[src/rtl/serial_lut_adder_pkg.sv]
// serial_lut_adder_pkg: shared states, LUT3 init patterns and parameter check
package serial_lut_adder_pkg;
    typedef enum logic [1:0] {IDLE, RUN, FIN} state_t;
    localparam logic [7:0] SUM_INIT = 8'h96;
    localparam logic [7:0] CARRY_INIT = 8'hE8;
    function automatic bit width_digit_ok(int w, int d);
        return w >= 2 && d >= 1 && w % d == 0;
    endfunction
endpackage

[src/rtl/serial_lut_adder_lut_full_adder.sv]
// lut_full_adder: one-bit full adder built from two 3-input lookup tables
module lut_full_adder
    import serial_lut_adder_pkg::*;
(
    input  logic a,
    input  logic b,
    input  logic cin,
    output logic s,
    output logic cout
);
    assign s = SUM_INIT[{a, b, cin}];
    assign cout = CARRY_INIT[{a, b, cin}];
endmodule

[src/rtl/serial_lut_adder.sv]
// serial_lut_adder: digit-serial add/subtract through a LUT full-adder chain behind start/ready
module serial_lut_adder
    import serial_lut_adder_pkg::*;
#(
    parameter int WIDTH = 8,
    parameter int DIGIT = 1
) (
    input  logic             clk,
    input  logic             rst,
    input  logic             START,
    input  logic             SUB,
    input  logic [WIDTH-1:0] A,
    input  logic [WIDTH-1:0] B,
    input  logic             CIN,
    output logic             READY,
    output logic             DONE,
    output logic [WIDTH-1:0] S,
    output logic             COUT,
    output logic             OVF
);
    localparam int N = WIDTH / DIGIT;
    localparam int CW = N > 1 ? $clog2(N) : 1;
    if (!width_digit_ok(WIDTH, DIGIT)) begin : g_bad_params
        $error("serial_lut_adder: WIDTH must be >= 2 and a multiple of DIGIT");
    end
    state_t state, state_nx;
    logic [WIDTH-1:0] op_a, op_b, sum_sh, sum_nx;
    logic [DIGIT-1:0] dsum;
    logic [DIGIT:0] c;
    logic [CW-1:0] cnt;
    logic carry, accept, last;
    assign c[0] = carry;
    for (genvar i = 0; i < DIGIT; i++) begin : g_cell
        lut_full_adder u_fa (
            .a(op_a[i]),
            .b(op_b[i]),
            .cin(c[i]),
            .s(dsum[i]),
            .cout(c[i+1])
        );
    end
    always_comb begin
        READY = state != RUN;
        DONE = state == FIN;
        accept = START && READY;
        last = state == RUN && cnt == CW'(N - 1);
        state_nx = accept ? RUN : last ? FIN : state == FIN ? IDLE : state;
        sum_nx = (sum_sh >> DIGIT) | (WIDTH'(dsum) << (WIDTH - DIGIT));
    end
    // the top cell of the final digit sees the carry into the MSB, hence OVF from c[DIGIT-1]
    always_ff @(posedge clk) begin
        if (rst) begin
            state <= IDLE;
            op_a <= '0;
            op_b <= '0;
            sum_sh <= '0;
            carry <= 1'b0;
            cnt <= '0;
            S <= '0;
            COUT <= 1'b0;
            OVF <= 1'b0;
        end else begin
            state <= state_nx;
            if (accept) begin
                op_a <= A;
                op_b <= SUB ? ~B : B;
                carry <= CIN ^ SUB;
                cnt <= '0;
            end else if (state == RUN) begin
                op_a <= op_a >> DIGIT;
                op_b <= op_b >> DIGIT;
                sum_sh <= sum_nx;
                carry <= c[DIGIT];
                cnt <= cnt + 1'b1;
            end
            if (last) begin
                S <= sum_nx;
                COUT <= c[DIGIT];
                OVF <= c[DIGIT-1] ^ c[DIGIT];
            end
        end
    end
endmodule

[config.mk]
export PLATFORM = sky130hd
export DESIGN_NAME = serial_lut_adder
export DESIGN_NICKNAME = d
export VERILOG_FILES = /design/src/rtl/serial_lut_adder_pkg.sv /design/src/rtl/serial_lut_adder_lut_full_adder.sv /design/src/rtl/serial_lut_adder.sv
export SDC_FILE = /design/constraint.sdc
export NUM_CORES = 1
export LEC_CHECK = 0
export CAP_MARGIN = 20
export CORE_MARGIN = 2
export CORE_UTILIZATION = 54
export DETAILED_ROUTE_END_ITERATION = 8
export PLACE_DENSITY = 0.9
export SYNTH_ARGS = -nofsm -noshare
export SYNTH_HDL_FRONTEND = slang
export SYNTH_HIERARCHICAL = 1
export SYNTH_SLANG_ARGS = --single-unit
[constraint.sdc]
create_clock -name clk -period 3.5 [get_ports clk]
set_clock_uncertainty 0.15 [all_clocks]
set_input_delay 0.7 -clock clk [delete_from_list [all_inputs] [get_ports clk]]
set_output_delay 0.7 -clock clk [all_outputs]
set_load 0.02 [all_outputs]
==> impl_metrics.ini <==
[outcome]
outcome = completed

[finish]
area_growth_pct = 23.2
multi_input_area_sq_um = 830
stdcell_area_sq_um = 2110
fillers = 263
drive_gt1_share_pct = 6.61
layout.nets = 251
regArea_sq_um = 781
antenna_cells = 0

[floorplan]
die_area_sq_um = 3640
die_y_microns = 60.3
core_area_sq_um = 3030
die_x_microns = 60.3
initial_core_util_pct = 56.5
pin_count = 33
rows = 20

[pwr]
power_frac_seq_pct = 53.0
power.leakage_nw = 0.791
p_sw_uw = 207
pwr-share-clk_pct = 34.1
p_int_uw = 692
vdd_drop_max_mv = 0.279
netSwitchingFraction_pct = 23.0
power.density_nw_per_um2 = 426
combPwrFrac_pct = 12.9

[synth]
netlist_area_sq_um = 1710
synth.distinct_cells = 27
yosys_most_used_dff = dfxtp_1
yosys.area.top_type = dfxtp_1
yosysSeqAreaShare_pct = 45.6
syn_avg_cell_area_sq_um = 8.64
synth_cells = 198
synth_warnings = 6
ys_ff_latch = 39
syn_nets = 223
synth_edf_count = 0
yosysTopAreaCellShare_pct = 45.6
synth.area.top_cells = dfxtp_1 46%, nand2_1 9.2%, a21oi_1 7.9%
synth_async_sr_flop_share_pct = 0

[route]
vias = 1403
vias_per_cell = 5.18
drc = 0
wl_microns = 3060
drt-pass1-iter-count = 4
drtIter0Drc = 38
antenna_left = 0
wl_per_cell_microns = 11.3

[clocking]
cts_root_buffer = clkbuf_4
clk_pin_slew_worst_paths_ns = 0.11
post_cts_buffers = 0
cts_buffers = 5
cts_resized = 0
cts_tree = done
ctsHoldBuffers = 0
numClockSinks = 39
clockBufferDepth = 2
cts_htree_levels = 2
clkLatencyLatePin_ns = 0.33

[placed_design]
routabilityCongestion = 0.788
placed_area_sq_um = 2020
portBuffers = 32
dpl.hpwl_microns = 2220

[setup_path]
crit_path_end_kind = output port
arrival_ns = 1.83
crit_required_ns = 2.65
reg2reg_from = cnt[0]
reg2reg_depth = 5
setup.worst_path.start_class = register
rrSetupSlack_ns = 1.87
cp_slowest_stage_delay_ns = 0.68
crit_fanout = 25
path_class = reg -> out
critical_path.cell_chain = nor2b_4, inv_2, clkdlybuf4s50_1
crit_slowest_cell = clkdlybuf4s50_1
regToRegEndpoint = S[5]

[global_routing]
grt.overflow.total = 0
grt_max_degree = 29
grt_pass1_wl_microns = 5140
track_usage_pct = 19.3
met2_usage_pct = 32.8
grt_pass1_vias = 1214
use_met3_pct = 4.55
grt_busiest_layer = met2
antenna_found_initial = 0
met1_usage_pct = 23.2

[sta]
hold_viol = 0
rsz0062_at_grt = no
fin_crit_ns = 2.68
worst_pin_slew_ns = 0.663
tns_ns = 0
relSlewSlack_pct = 55.7
post-route-period-util_pct = 76.6
setup_viol = 0
fmax_ghz = 0.373
drv_slew = 0

[worst_hold_path]
holdPathStages = 2
min_path_type = reg -> reg
min_to = S[3]
min_from = S[3]

[flow_run]
max_cap_violations = 0
[cells by family after synthesis]
logic type,share of synthesized area (%)
fa+ha+maj,2.92
flops,45.6
xor+xnor,5.63
simple gates,17.8
buf+inv,5.92
mux,5.26
compound gates,16.9
[metrics by stage]
step                total power, mW  setup WS, ns  utilization, %  cells  hold slack [ns]
floorplan                     0.568          1.84               -    198            0.282
global placement              0.599          1.19            66.8    263            0.290
detailed placement            0.603          1.16            66.8    263            0.303
CTS                           0.906         0.806            69.7    271            0.319
global route                  0.943         0.716            69.7    271            0.330
finish                        0.899         0.820            69.7    271            0.312
[Yosys cell counts, types with 2 or more instances]
| library cell | count |
|---|---|
| buf_2 | 6 |
| a211o_1 | 8 |
| nor2_1 | 19 |
| buf_6 | 2 |
| a21oi_1 | 27 |
| inv_1 | 3 |
| nand2_1 | 42 |
| ha_1 | 4 |
| mux2i_1 | 9 |
| buf_1 | 2 |
| nor3_1 | 2 |
| a211oi_1 | 8 |
| dfxtp_1 | 39 |
| xnor2_1 | 10 |
| buf_4 | 3 |
| nand3_1 | 3 |
[worst max-delay path: cells and delay by family, from the launching register on]
| kind | cells | cell delay [ns] |
|---|---|---|
| buffers and inverters | 2 | 0.98 |
| flip-flops | 1 | 0.37 |
| AND/OR/NAND/NOR | 1 | 0.14 |
[how the worst max path moves through the flow]
| stage | slack (ns) | from | to |
|---|---|---|---|
| finish | 0.82 | state[0] | READY |
| CTS | 0.81 | state[0] | READY |
| global placement | 1.19 | rst | OVF |
| global route | 0.72 | state[1] | READY |
| floorplan | 1.84 | START | op_b[7] |
| detailed placement | 1.16 | rst | op_a[6] |
[cell usage in the layout, fill, tap and decap left out]
master	instances
nand2_1	42
dfxtp_1	39
clkdlybuf4s50_1	32
a21oi_1	27
nor2_1	19
xnor2_1	10
mux2i_1	9
a211oi_1	8
a211o_1	8
clkbuf_4	5
ha_1	4
inv_1	3
nand3_1	3
buf_4	3
nor3_1	2
nor2b_4	1
inv_2	1
nor2b_1	1
nand2b_1	1
and3b_1	1
nand3b_1	1
a21oi_2	1
nor3b_1	1
a2111oi_2	1
clkbuf_8	1
bufinv_16	1
clkinv_2	1
xor2_1	1
[per-layer routing]
layer	up-vias	wire, microns
li1	724	-
met1	642	1360
met2	31	1550
met3	6	115
met4	0	34
met5	-	0
[flip-flops by register name, summed over array words and instances, names as in the netlist]
name and flops:
COUT 1, OVF 1, S 8, carry 1
cnt 3, op_a 8, op_b 8, state 2
sum_sh 7
[power by group through the flow]
stage	Sequential (mW)	Combinational, mW	Clock (mW)
6_report	0.476	0.116	0.307
2_1_floorplan	0.483	0.0850	0
4_1_cts	0.476	0.117	0.313
5_1_grt	0.479	0.131	0.333
3_3_place_gp	0.486	0.113	0
3_5_place_dp	0.486	0.117	0
[area by class of cell]
type                            instances  share of cell area, %
Clock buffer                            6                   2.43
Clock inverter                          2                   1.66
Inverter                                4                  0.712
Multi-Input combinational cell        141                   39.3
Sequential cell                        39                   37.0
Tap cell                               44                   2.61
Timing Repair Buffer                   35                   16.3
(Power assumes the default switching activity.)
